$ cat src/rtl/ifetch_stage_if.sv
// Instruction-memory read bus: request/address out, acknowledge/data back.
interface ifetch_stage_if;
    logic        req;
    logic [31:0] addr;
    logic        ack;
    logic [31:0] rdata;

    modport master (output req, output addr, input ack, input rdata);
    modport slave  (input req, input addr, output ack, output rdata);
endinterface

$ cat src/rtl/ifetch_stage.sv
// Instruction fetch stage: owns the PC, fetches over a req/ack bus with a
// bounded wait, and holds the fetched word for the immediate unit downstream.
module ifetch_stage #(
    parameter logic [31:0] RESET_PC = 32'h0000_0000,
    parameter int unsigned TIMEOUT  = 15
) (
    input  logic                  clk,
    input  logic                  reset,
    input  logic                  i_pc_ld_en,
    input  logic                  i_pc_sel,
    input  logic [31:0]           i_immed,
    ifetch_stage_if.master        imem,
    output logic [31:0]           o_instr,
    output logic [5:0]            o_opcode,
    output logic                  o_instr_valid,
    output logic [31:0]           o_pc,
    output logic                  o_fetch_err
);

    typedef enum logic [1:0] {
        IDLE  = 2'd0,
        FETCH = 2'd1,
        HOLD  = 2'd2
    } state_t;

    localparam logic [7:0] LAST_WAIT = 8'(TIMEOUT - 1);

    state_t      r_state;
    state_t      w_state_nxt;
    logic [7:0]  r_cnt;
    logic [31:0] r_pc;
    logic [31:0] r_instr;
    logic        r_err;

    logic        w_load_instr;
    logic        w_load_pc;
    logic        w_cnt_inc;
    logic        w_cnt_clr;
    logic        w_set_err;
    logic [31:0] w_pc_sum;
    logic [31:0] w_pc_next;

    // Unsigned wrap-around sum; low two bits forced clear to keep word alignment.
    assign w_pc_sum  = r_pc + 32'd4 + (i_pc_sel ? i_immed : 32'd0);
    assign w_pc_next = w_pc_sum & 32'hFFFF_FFFC;

    // State register.
    always_ff @(posedge clk) begin
        if (reset) begin
            r_state <= IDLE;
        end else begin
            r_state <= w_state_nxt;
        end
    end

    // Next-state and datapath strobes; an ack on the final wait cycle still wins.
    always_comb begin
        w_state_nxt  = r_state;
        w_load_instr = 1'b0;
        w_load_pc    = 1'b0;
        w_cnt_inc    = 1'b0;
        w_cnt_clr    = 1'b0;
        w_set_err    = 1'b0;
        case (r_state)
            IDLE: begin
                w_state_nxt = FETCH;
            end
            FETCH: begin
                if (imem.ack) begin
                    w_load_instr = 1'b1;
                    w_cnt_clr    = 1'b1;
                    w_state_nxt  = HOLD;
                end else if (r_cnt == LAST_WAIT) begin
                    w_set_err    = 1'b1;
                    w_cnt_clr    = 1'b1;
                    w_state_nxt  = IDLE;
                end else begin
                    w_cnt_inc    = 1'b1;
                end
            end
            HOLD: begin
                if (i_pc_ld_en) begin
                    w_load_pc   = 1'b1;
                    w_state_nxt = FETCH;
                end else begin
                    w_state_nxt = HOLD;
                end
            end
            default: begin
                w_state_nxt = IDLE;
            end
        endcase
    end

    // PC, instruction register, wait counter and sticky error flag.
    always_ff @(posedge clk) begin
        if (reset) begin
            r_pc    <= RESET_PC;
            r_instr <= 32'd0;
            r_cnt   <= 8'd0;
            r_err   <= 1'b0;
        end else begin
            if (w_load_instr) begin
                r_instr <= imem.rdata;
            end
            if (w_load_pc) begin
                r_pc <= w_pc_next;
            end
            if (w_cnt_clr) begin
                r_cnt <= 8'd0;
            end else if (w_cnt_inc) begin
                r_cnt <= r_cnt + 8'd1;
            end
            if (w_set_err) begin
                r_err <= 1'b1;
            end
        end
    end

    assign imem.req      = (r_state == FETCH);
    assign imem.addr     = r_pc;
    assign o_instr_valid = (r_state == HOLD);
    assign o_instr       = r_instr;
    assign o_opcode      = r_instr[31:26];
    assign o_pc          = r_pc;
    assign o_fetch_err   = r_err;

endmodule

$ cat src/flat_wrapper.sv
// flat-port wrapper written by rule: the top's interface ports become plain ports
module ifetch_stage_flat 
#(
    parameter logic [31:0] RESET_PC = 32'h0000_0000,
    parameter int unsigned TIMEOUT  = 15
)
  (clk, reset, i_pc_ld_en, i_pc_sel, i_immed, o_instr, o_opcode, o_instr_valid, o_pc, o_fetch_err, imem_req, imem_addr, imem_ack, imem_rdata);
  ifetch_stage_if imem_i ();
  input  logic clk;
  input  logic reset;
  input  logic i_pc_ld_en;
  input  logic i_pc_sel;
  input  logic [31:0] i_immed;
  output logic [31:0] o_instr;
  output logic [5:0] o_opcode;
  output logic o_instr_valid;
  output logic [31:0] o_pc;
  output logic o_fetch_err;
  output wire logic [$bits(imem_i.req)-1:0] imem_req;
  output wire logic [$bits(imem_i.addr)-1:0] imem_addr;
  input wire logic [$bits(imem_i.ack)-1:0] imem_ack;
  input wire logic [$bits(imem_i.rdata)-1:0] imem_rdata;
  assign imem_req = imem_i.req;
  assign imem_addr = imem_i.addr;
  assign imem_i.ack = imem_ack;
  assign imem_i.rdata = imem_rdata;
  ifetch_stage #(.RESET_PC(RESET_PC), .TIMEOUT(TIMEOUT)) u_core (.clk(clk), .reset(reset), .i_pc_ld_en(i_pc_ld_en), .i_pc_sel(i_pc_sel), .i_immed(i_immed), .imem(imem_i), .o_instr(o_instr), .o_opcode(o_opcode), .o_instr_valid(o_instr_valid), .o_pc(o_pc), .o_fetch_err(o_fetch_err));
endmodule
$ cat config.mk
export PLATFORM = sky130hd
export DESIGN_NAME = ifetch_stage_flat
export DESIGN_NICKNAME = d
export VERILOG_FILES = /design/src/rtl/ifetch_stage_if.sv /design/src/rtl/ifetch_stage.sv /design/src/flat_wrapper.sv
export SDC_FILE = /design/constraint.sdc
export NUM_CORES = 1
export LEC_CHECK = 0
export BUFFER_PORTS_ARGS = -buffer_cell sky130_fd_sc_hd__buf_2
export CORE_UTILIZATION = 55
export CTS_CLUSTER_SIZE = 28
export DETAILED_ROUTE_END_ITERATION = 6
export GPL_ROUTABILITY_DRIVEN = 0
export GPL_TIMING_DRIVEN = 0
export PLACE_DENSITY = 0.86
export REMOVE_ABC_BUFFERS = 1
export SETUP_SLACK_MARGIN = 0.15
export SKIP_CTS_REPAIR_TIMING = 1
export SLEW_MARGIN = 20
export SYNTH_ARGS = -nofsm -noshare
export SYNTH_HDL_FRONTEND = slang
export SYNTH_SLANG_ARGS = --single-unit
$ cat constraint.sdc
create_clock -name clk -period 7.85 [get_ports clk]
set_clock_uncertainty 0.15 [all_clocks]
set_input_delay 0 -clock clk [delete_from_list [all_inputs] [get_ports clk]]
set_output_delay 0 -clock clk [all_outputs]
set_load 0.05 [all_outputs]
Word-level counts from Yosys, hierarchy flattened
Index checks and enable logic that the tools add are counted.

word-level totals
  input bits = 69
  output and inout port bits = 105
  word-level logic and storage cells = 31
  flip-flop bits (word level) = 73

cells by class
  reduce and logical (&&, ||, !) cells = 2
  add/subtract/negate cells = 3
  equal/unequal tests = 4
  mux-type cells = 17

operator list
  operator                                                                number
  32-bit by 3-bit adder with 32-bit output (second input constant)        1
  32-bit adder                                                            1
  32-bit 2-to-1 mux                                                       1
  1-bit 2-to-1 mux                                                        12
  8-bit by 1-bit adder with 8-bit output (second input constant)          1
  8-bit by 4-bit equality test with 1-bit output (second input constant)  1
  2-bit 2-to-1 mux                                                        3
  2-bit case mux with 3 select lines                                      1
  3-bit by 1-bit != test with 1-bit output (second input constant)        1
  2-bit by 1-bit equality test with 1-bit output (second input constant)  1
  2-bit equality test (second input constant)                             1
  2-bit logical NOT                                                       1
  2-bit OR reduction                                                      1

Longest topological paths before layout
Gate-level depths: netlist (run 1).

  depth after elaboration = 5
  gate-level depth with buffers = 13
  gate-level depth less buffers = 12

Worst setup path after synthesis (run 1)
Ideal clock, no wire load.

  kind = register -> register
  from = reg u_core.r_pc[3], in the netlist u_core.imem.addr[3]
  to = reg u_core.r_pc[31], in the netlist u_core.imem.addr[31]
  arrival = 3.036 ns
  clock period less this slack = 3.310 ns
  setup time = 0.123 ns
  setup slack = 4.540 ns
  required time = 7.577 ns
  stages on the path, launching flop included = 11
  buffers on the path = 0
  cell sequence = dfxtp_1 ha_1 ha_1 fa_1 a21oi_1 o211ai_1 a22oi_4 o21ai_1 o31a_1 mux2i_1 mux2_1

between the ends
  cells in the longest elaborated chain, start to end = 2

RTL lines
  element                                   RTL line             text
  start, declared                           ifetch_stage.sv:31   logic [31:0] r_pc;
  start signal, assigned                    ifetch_stage.sv:107  r_pc <= w_pc_next;
  32-bit by 3-bit adder with 32-bit output  ifetch_stage.sv:44   assign w_pc_sum = r_pc + 32'd4 + (i_pc_sel ? i_immed : 32'd0);
  32-bit adder                              ifetch_stage.sv:44

No other way between the ends.
A chain may end at the register's enable or synchronous reset.

Worst setup path in the final report (run 1)
Ends and elaborated chain as after synthesis.

==> run summary, run 1 <==
drt wl/cell -> 15.50 µm
RSZ-0062 raised after global routing -> no
initial detailed-routing violation count -> 245
Layout Nets -> 921
Layout area overhead -> 22.78%
CP max stage cell -> fa_1
fin crit share -> 0.4182
CP Buf/Inv Count -> 0
relative slew slack -> 0.2416
maximum capacitance violations -> 0
Tot Pwr -> 913.2 µW
final wirelength -> 14030 µm
EDFF count, synth -> 0
DIE AREA -> 0.009678 mm²
Antenna diodes -> 0
DRC viols -> 9
io pins -> 174
critical path, cell by cell -> ha_1, ha_1, fa_1, a21oi_1, o211ai_1, a22oi_4, o21ai_1, o31a_1, mux2i_1, mux2_1
Remaining Overflow, GRT -> 0
Port Buf Inserts -> 167
Hold Vio Cnt, Final -> 0
global-route usage over all layers -> 0.2649
dpl hpwl -> 9402 µm
peak supply drop -> 0.1124 mV
fin crit period -> 3.283 ns
CP Data Required Time -> 7.95 ns
Num CTS Buffers -> 9
Reg clk slew, reported paths -> 0.09 ns
Pleak -> 0.003171 µW
row count -> 34
Die Width -> 98.38 µm
Final TNS setup -> 0 ns
largest cells by area after synthesis -> dfxtp_1 29%, ha_1 14%, nand2_1 9.2%, a21oi_1 7.6%, buf_4 5.9%
startpoint types -> flip-flop
most common cell after layout, fill and taps aside -> buf_2
FF+latch count, synth -> 73
Hold WC Path Type -> input port to flip-flop
critical setup path kind -> flip-flop to flip-flop
H-tree levels -> 3
register area share after synthesis -> 0.2861
CP max FO -> 4
Max Slew Vio Count -> 0
initial antenna violation count -> 0
Vert. Die Dim -> 98.38 µm
vias per cell -> 5.636
outcome -> finished with violations
Cell Area, Synth -> 0.005109 mm²
core box area -> 0.008848 mm²
Most common cell on crit path -> ha_1
cell count after synthesis -> 643
vias in the first global route -> 4641
initial core utilization -> 0.5773
Setup violations, final -> 0
Pwr Density -> 145.6 mW/mm²
max incr delay on CP -> 0.41 ns
synthesized area per cell -> 7.945 µm²
f_max -> 304.6 MHz
top_reg_cell synth -> dfxtp_1
CTS tree -> built
DRT Pass-1 Iters -> 7
cell taking the most area after synthesis -> dfxtp_1
family with the most delay on the worst path -> compound AO/OA/AOI/OAI gates
most frequent cells in the layout -> 166 x buf_2, 125 x nand2_1, 78 x a21oi_1
Yosys top cell area share -> 0.2861
WP data arrival -> 3.38 ns
DR vias -> 5101
clock root cell -> clkbuf_8
CTS max path bufs -> 2
Clock Latency Late Sink -> 0.35 ns
Cell variety after synth -> 68
Async S/R FF share, synth -> 0
first-pass GRT wire length -> 20960 µm
CP Capture Type -> flip-flop
Final ANT Viol Nets -> 0
hold slack -> 0.05116 ns
share of cells above drive strength 1 -> 0.2560
Ys Warns -> 0
largest net degree at the start of global routing -> 63
TritonCTS sink count -> 73
worst slew pin tran -> 1.138 ns
failing checks -> DRC
## layout make-up
cell class                      instances  area, µm²
Clock inverter                          6      90.09
Multi-Input combinational cell        492       3193
Sequential cell                        73       1461
Timing Repair Buffer                  203       1216
Clock buffer                           10      127.6
Inverter                               13      48.80
Tap cell                              108      135.1
Fill cell                             698       2576
## kinds of logic (layout without fill, tap and decap cells)
| group | after synthesis | count (layout) | synth area share |
|---|---|---|---|
| AND/OR/NAND/NOR | 249 | 249 | 0.2329 |
| AO/OA/AOI/OAI | 155 | 155 | 0.1989 |
| buffers and inverters | 81 | 232 | 0.09111 |
| flip-flops | 73 | 73 | 0.2861 |
| adder cells (fa/ha/maj) | 60 | 60 | 0.1484 |
| XOR/XNOR | 22 | 22 | 0.03772 |
| multiplexers | 2 | 2 | 0.004164 |
| other | 1 | 4 | 0.0007340 |
## stage by stage
| step | utilization | setup slack (ns) | area [µm²] | cells |
|---|---|---|---|---|
| after floorplan | - | 4.191 | 4703 | 578 |
| after global placement | 0.6413 | 4.435 | 5674 | 853 |
| after detailed placement | 0.6413 | 4.380 | 5674 | 853 |
| after CTS | 0.6659 | 4.565 | 5892 | 869 |
| after global routing | 0.7089 | 4.456 | 6272 | 905 |
| final | 0.7089 | 4.567 | 6272 | 905 |
## registers in the layout (all words and copies together) (netlist names)
name                flops
u_core.o_fetch_err      1
u_core.r_state          2
u_core.r_cnt            8
u_core.imem.addr       30
u_core.o_instr         32
## report_power, final
group	total [µW]	internal, µW	switching (µW)
combinational	189	64.4	124
sequential	389	381	7.93
clock	335	180	155
total	913	626	287
## layer usage
metal / up-vias / track usage / part of all wire
met5: - / 0 / 0
met3: 25 / 0.05941 / 0.078
li1: 2490 / - / -
met2: 212 / 0.4772 / 0.50
met1: 2374 / 0.3019 / 0.40
met4: 0 / 0.1079 / 0.020
## final timing paths
check | from | end | slack [ns] | depth (start not counted)
setup / recovery | u_core.imem.addr[3] | u_core.imem.addr[31] | 4.57 | 10
hold / removal | reset | u_core.o_fetch_err | 0.05 | 2
setup reg to reg | u_core.imem.addr[3] | u_core.imem.addr[31] | 4.57 | 10
hold reg to reg | u_core.o_instr[17] | u_core.o_instr[17] | 0.30 | 2
## cell usage after synthesis, types with 6 or more instances
master    instances
a21o_1           12
a21oi_1          78
and2_1           33
and3_1            6
buf_4            40
clkbuf_1         24
dfxtp_1          73
ha_1             59
inv_1            12
nand2_1         125
nand3_1          16
nand4_1           8
nor2_1           29
nor2b_1           6
o21ai_0          17
or3_1             6
xnor2_1           9
xor2_1           13
No activity file was read; power rests on OpenSTA's default activity.
==> run 2, diff against run 1 <==
--- a/config.mk
+++ b/config.mk
@@ -6,12 +6,12 @@
 export NUM_CORES = 1
 export LEC_CHECK = 0
 export BUFFER_PORTS_ARGS = -buffer_cell sky130_fd_sc_hd__buf_2
-export CORE_UTILIZATION = 55
+export CORE_UTILIZATION = 46
 export CTS_CLUSTER_SIZE = 28
 export DETAILED_ROUTE_END_ITERATION = 6
 export GPL_ROUTABILITY_DRIVEN = 0
 export GPL_TIMING_DRIVEN = 0
-export PLACE_DENSITY = 0.86
+export PLACE_DENSITY = 0.77
 export REMOVE_ABC_BUFFERS = 1
 export SETUP_SLACK_MARGIN = 0.15
 export SKIP_CTS_REPAIR_TIMING = 1
==> constraint.sdc (replaced) <==
create_clock -name clk -period 3 [get_ports clk]
set_clock_uncertainty 0.15 [all_clocks]
set_input_delay 0 -clock clk [delete_from_list [all_inputs] [get_ports clk]]
set_output_delay 0 -clock clk [all_outputs]
set_load 0.05 [all_outputs]
==> run 2 against run 1 <==
  * The flow finishes with violations (setup timing)
  * Flip-flop and latch count unchanged
  * Worst setup slack got worse by 4.6 ns
  * Total power increased to 2.5 times the previous value
  * Via count decreased by 0.61%
  * Combinational power increased to 2.7 times the previous value
  * Cell count increased by 4.2%
  * Non-clock buffer count increased by 7
  * First-iteration DRC count decreased by 20%
  * Sequential share of layout area decreased by 0.99 points
  * Register-to-register slack got worse by 4.6 ns
  * Final area increased by 5.1%
  * Fmax increased by 8.0%
  * Largest cell class unchanged
  * Largest power group unchanged
==> run summary, run 2 (same netlist as run 1, synthesis figures left out) <==
startpoint types -> flip-flop
DP Worst Slack -> -0.4648 ns
max incr delay on CP -> 0.42 ns
H-tree levels -> 3
outcome -> finished with violations
peak supply drop -> 0.2437 mV
DR vias -> 5070
Clock Latency Late Sink -> 0.36 ns
Setup violations, final -> 1
fill count -> 936
worst slew pin tran -> 1.104 ns
maximum capacitance violations -> 0
hold_sp -> reset
vias per cell -> 5.376
relative slew slack -> 0.2643
initial detailed-routing violation count -> 195
Reg2Reg Setup Slack -> -0.04 ns
DRT Pass-1 Iters -> 7
Setup crit start -> u_core.imem.addr[3]
Remaining Overflow, GRT -> 0
CTS max path bufs -> 2
first-pass GRT wire length -> 20440 µm
vias in the first global route -> 4462
CP Buf/Inv Count -> 1
initial core utilization -> 0.4713
Hold Vio Cnt, Final -> 0
row count -> 38
Max Slew Vio Count -> 0
f_max -> 329.1 MHz
family with the most delay on the worst path -> compound AO/OA/AOI/OAI gates
clock root cell -> clkbuf_8
CP Data Required Time -> 3.10 ns
CTS tree -> built
design area -> 0.006590 mm²
final wirelength -> 13960 µm
Num CTS Buffers -> 9
dpl hpwl -> 9141 µm
RSZ-0062 raised after global routing -> yes
Pleak -> 0.003221 µW
Hold WC Path Type -> input port to flip-flop
Pwr Density -> 351.1 mW/mm²
CP max stage cell -> fa_2
most frequent cells in the layout -> 166 x buf_2, 124 x nand2_1, 72 x a21oi_1
Final WS setup -> -0.03862 ns
largest net degree at the start of global routing -> 63
fin crit period -> 3.039 ns
Die Width -> 107.4 µm
TritonCTS sink count -> 73
Layout area overhead -> 29.00%
Most common cell on crit path -> ha_4
Layout Nets -> 928
critical path, cell by cell -> ha_4, ha_4, fa_2, a21oi_4, o211ai_1, a22oi_4, buf_6, o21ai_4, a211o_1, o21a_1, a311o_1
WP data arrival -> 3.13 ns
drt wl/cell -> 14.81 µm
io pins -> 174
fin crit share -> 1.013
global-route usage over all layers -> 0.2217
Reg clk slew, reported paths -> 0.08 ns
Final ANT Viol Nets -> 0
DIE AREA -> 0.01153 mm²
core box area -> 0.01084 mm²
CP Capture Type -> flip-flop
Largest register FFs -> 32
critical setup path kind -> flip-flop to flip-flop
Vert. Die Dim -> 107.4 µm
share of cells above drive strength 1 -> 0.3076
initial antenna violation count -> 0
CP max FO -> 3
Placed Area -> 0.005717 mm²
Worst R2R Start -> u_core.imem.addr[3]
DRC viols -> 0
Antenna diodes -> 0
most common cell after layout, fill and taps aside -> buf_2
failing checks -> setup timing
Port Buf Inserts -> 167
## run 2: changes by cell type in the layout (fill, tap and decap cells not counted), moves of 2 or more
cell	previous run	this run
a21oi_2	1	6
ha_1	59	45
inv_2	0	2
a21oi_1	78	72
inv_1	12	10
ha_4	0	13
o21ai_0	17	14
dfxtp_1	73	66
dfxtp_2	0	7
buf_4	1	8
## run 2: area by class of cell
type | count | area [µm²] | area share
multi-input combinational | 492 | 3458 | 0.5248
inverter | 13 | 48.80 | 0.007405
clock buffer | 10 | 127.6 | 0.01937
sequential | 73 | 1470 | 0.2231
tap | 140 | 175.2 | 0.02658
clock inverter | 5 | 57.56 | 0.008734
timing repair buffer | 210 | 1252 | 0.1901
## run 2: worst paths after layout
| path | cells after the start | endpoint |
|---|---|---|
| hold reg to reg | 2 | u_core.o_instr[25] |
| setup reg to reg | 11 | u_core.imem.addr[29] |
| hold / removal | 2 | u_core.imem.addr[18] |
| setup / recovery | 11 | u_core.imem.addr[29] |
## run 2: power by group
group | total, µW | switching [µW] | internal (µW)
clock | 781 | 401 | 381
combinational | 514 | 334 | 180
sequential | 1020 | 20.0 | 998
total | 2310 | 755 | 1560
## run 2: worst reg2reg max path, stage by stage (launching register included)
cell	delay [ns]
dfxtp_2	0.34
ha_4	0.25
ha_4	0.16
fa_2	0.42
a21oi_4	0.16
o211ai_1	0.17
a22oi_4	0.25
buf_6	0.14
o21ai_4	0.06
a211o_1	0.36
o21a_1	0.19
a311o_1	0.26
## run 2: metrics by stage
step           utilization  hold WS (ns)  instances  total power, µW  TNS (ns)
2_1_floorplan            -      -0.08093        578             1343    -4.925
3_3_place_gp        0.5271       0.09069        885             1478    -1.674
3_5_place_dp        0.5274       0.09550        885             1483    -1.825
4_1_cts             0.5444       -0.2903        900             2253   -0.6285
5_1_grt             0.6079       0.03097        943             2415   -0.2134
6_report            0.6079       0.02771        943             2314  -0.03862
## run 2: per-layer routing
metal | vias up | routed length [µm] | part of all wire | track usage
li1 | 2509 | - | - | -
met1 | 2354 | 5922 | 0.42 | 0.2705
met2 | 189 | 6749 | 0.48 | 0.3760
met3 | 18 | 1080 | 0.077 | 0.05569
met4 | 0 | 212 | 0.015 | 0.08023
met5 | - | 0 | 0 | 0
==> run 3, diff against run 2 <==
--- a/config.mk
+++ b/config.mk
@@ -6,12 +6,14 @@
 export NUM_CORES = 1
 export LEC_CHECK = 0
 export BUFFER_PORTS_ARGS = -buffer_cell sky130_fd_sc_hd__buf_2
+export CAP_MARGIN = 20
 export CORE_UTILIZATION = 46
 export CTS_CLUSTER_SIZE = 28
 export DETAILED_ROUTE_END_ITERATION = 6
 export GPL_ROUTABILITY_DRIVEN = 0
 export GPL_TIMING_DRIVEN = 0
 export PLACE_DENSITY = 0.77
+export RECOVER_POWER = 25
 export REMOVE_ABC_BUFFERS = 1
 export SETUP_SLACK_MARGIN = 0.15
 export SKIP_CTS_REPAIR_TIMING = 1
==> run 3 against run 2 <==
  * The flow still finishes with violations (setup timing)
  * Flip-flop and latch count stayed put
  * First-iteration DRC count grew 3.1%
  * Core utilization shrank 0.36 points
  * Critical path depth unchanged
  * Register-to-register slack about the same
==> run summary, run 3 (same netlist as run 1, synthesis figures left out) <==
outcome -> finished with violations
failing checks -> setup timing
H-tree levels -> 3
max incr delay on CP -> 0.42 ns
initial antenna violation count -> 0
CP max FO -> 3
Pleak -> 0.003049 µW
largest net degree at the start of global routing -> 63
share of cells above drive strength 1 -> 0.2550
Hold WC Path Type -> input port to flip-flop
drt wl/cell -> 14.88 µm
Vert. Die Dim -> 107.4 µm
area taken by multi-input logic gates -> 0.003457 mm²
io pins -> 174
Num CTS Buffers -> 9
row count -> 38
dpl hpwl -> 9141 µm
Final ANT Viol Nets -> 0
maximum capacitance violations -> 0
Most common cell on crit path -> ha_4
final wirelength -> 14040 µm
Reg clk slew, reported paths -> 0.08 ns
DR vias -> 5061
DRT Pass-1 Iters -> 6
relative slew slack -> 0.2695
hold_sp -> reset
Worst R2R Path Depth -> 11
RSZ-0062 raised after global routing -> yes
vias per cell -> 5.361
Hold Vio Cnt, Final -> 0
initial core utilization -> 0.4713
WHS Endpoint -> u_core.imem.addr[18]
clock root cell -> clkbuf_8
Remaining Overflow, GRT -> 0
CTS max path bufs -> 2
Die Width -> 107.4 µm
Reg2Reg Setup Slack -> -0.04 ns
CP Capture Type -> flip-flop
Largest register FFs -> 32
Antenna diodes -> 0
most frequent cells in the layout -> 124 x nand2_1, 124 x buf_2, 72 x a21oi_1
fin crit share -> 1.014
first-pass GRT wire length -> 20440 µm
Worst R2R Start -> u_core.imem.addr[3]
initial detailed-routing violation count -> 201
f_max -> 328.9 MHz
worst slew pin tran -> 1.096 ns
Core Util, Final -> 0.6043
DIE AREA -> 0.01153 mm²
Layout Nets -> 929
Clock Latency Late Sink -> 0.36 ns
Register Area -> 0.001470 mm²
Final TNS setup -> -0.04073 ns
WP data arrival -> 3.14 ns
Setup violations, final -> 1
core box area -> 0.01084 mm²
Tot Pwr -> 2312 µW
critical path, cell by cell -> ha_4, ha_4, fa_2, a21oi_4, o211ai_1, a22oi_4, buf_6, o21ai_4, a211o_1, o21a_1, a311o_1
global-route usage over all layers -> 0.2217
CP Data Required Time -> 3.10 ns
Port Buf Inserts -> 167
critical setup path kind -> flip-flop to flip-flop
CTS tree -> built
TritonCTS sink count -> 73
DP Worst Slack -> -0.4648 ns
Pwr Density -> 353.0 mW/mm²
Max Slew Vio Count -> 0
DRC viols -> 0
Layout area overhead -> 28.24%
Hold Crit Depth -> 2
vias in the first global route -> 4462
startpoint types -> flip-flop
CP max stage cell -> fa_2
Final WS setup -> -0.04073 ns
fin crit period -> 3.041 ns
fill count -> 962
peak supply drop -> 0.2463 mV
r2r endpoint -> u_core.imem.addr[29]
==> run 3: cell count changes in the layout (fill, tap and decap cells not counted), sizes merged <==
cell / delta
buf: -41
clkbuf: +42
==> run 3: routing by layer <==
layer	vias to the layer above	share of wire	track usage
met4	0	0.017	0.08023
met2	184	0.48	0.3760
li1	2513	-	-
met1	2344	0.44	0.2705
met5	-	0	0
met3	20	0.073	0.05569
==> run 3: worst max path at each step <==
stage | slack, ns | start | end
after floorplan | -0.66 | u_core.imem.addr[3] | u_core.imem.addr[31]
after global placement | -0.46 | i_pc_sel | u_core.imem.addr[31]
after detailed placement | -0.46 | i_pc_sel | u_core.imem.addr[31]
after CTS | -0.28 | u_core.imem.addr[3] | u_core.imem.addr[31]
after global routing | -0.13 | u_core.imem.addr[2] | u_core.imem.addr[29]
final | -0.04 | u_core.imem.addr[3] | u_core.imem.addr[29]
==> run 3: worst max-delay path, delay by kind of cell (launching register included) <==
family,cells,cell delay (ns)
AOI/OAI and AO/OA,7,1.45
adders and majority gates,3,0.82
buffers and inverters,1,0.14
DFF,1,0.34
==> run 3: power breakdown <==
group | total (µW) | switching (µW) | internal [µW]
Clock | 785 | 404 | 381
Combinational | 509 | 334 | 175
Sequential | 1020 | 20.6 | 998
==> run 3: layout make-up <==
cell class              instances  area share
clock buffers                  10     0.01948
clock inverters                 5    0.008785
inverters                      13    0.007448
multi-input cells             492      0.5277
flip-flops and latches         73      0.2244
well taps                     140     0.02674
repair buffers                211      0.1854
==> run 3: metrics by stage <==
step,instances,hold WS [ns],cell area (µm²)
floorplan,578,-0.08093,4703
global placement,885,0.09069,5714
detailed placement,885,0.09550,5717
CTS,900,-0.2903,5902
global route,944,0.03097,6551
finish,944,0.02293,6551
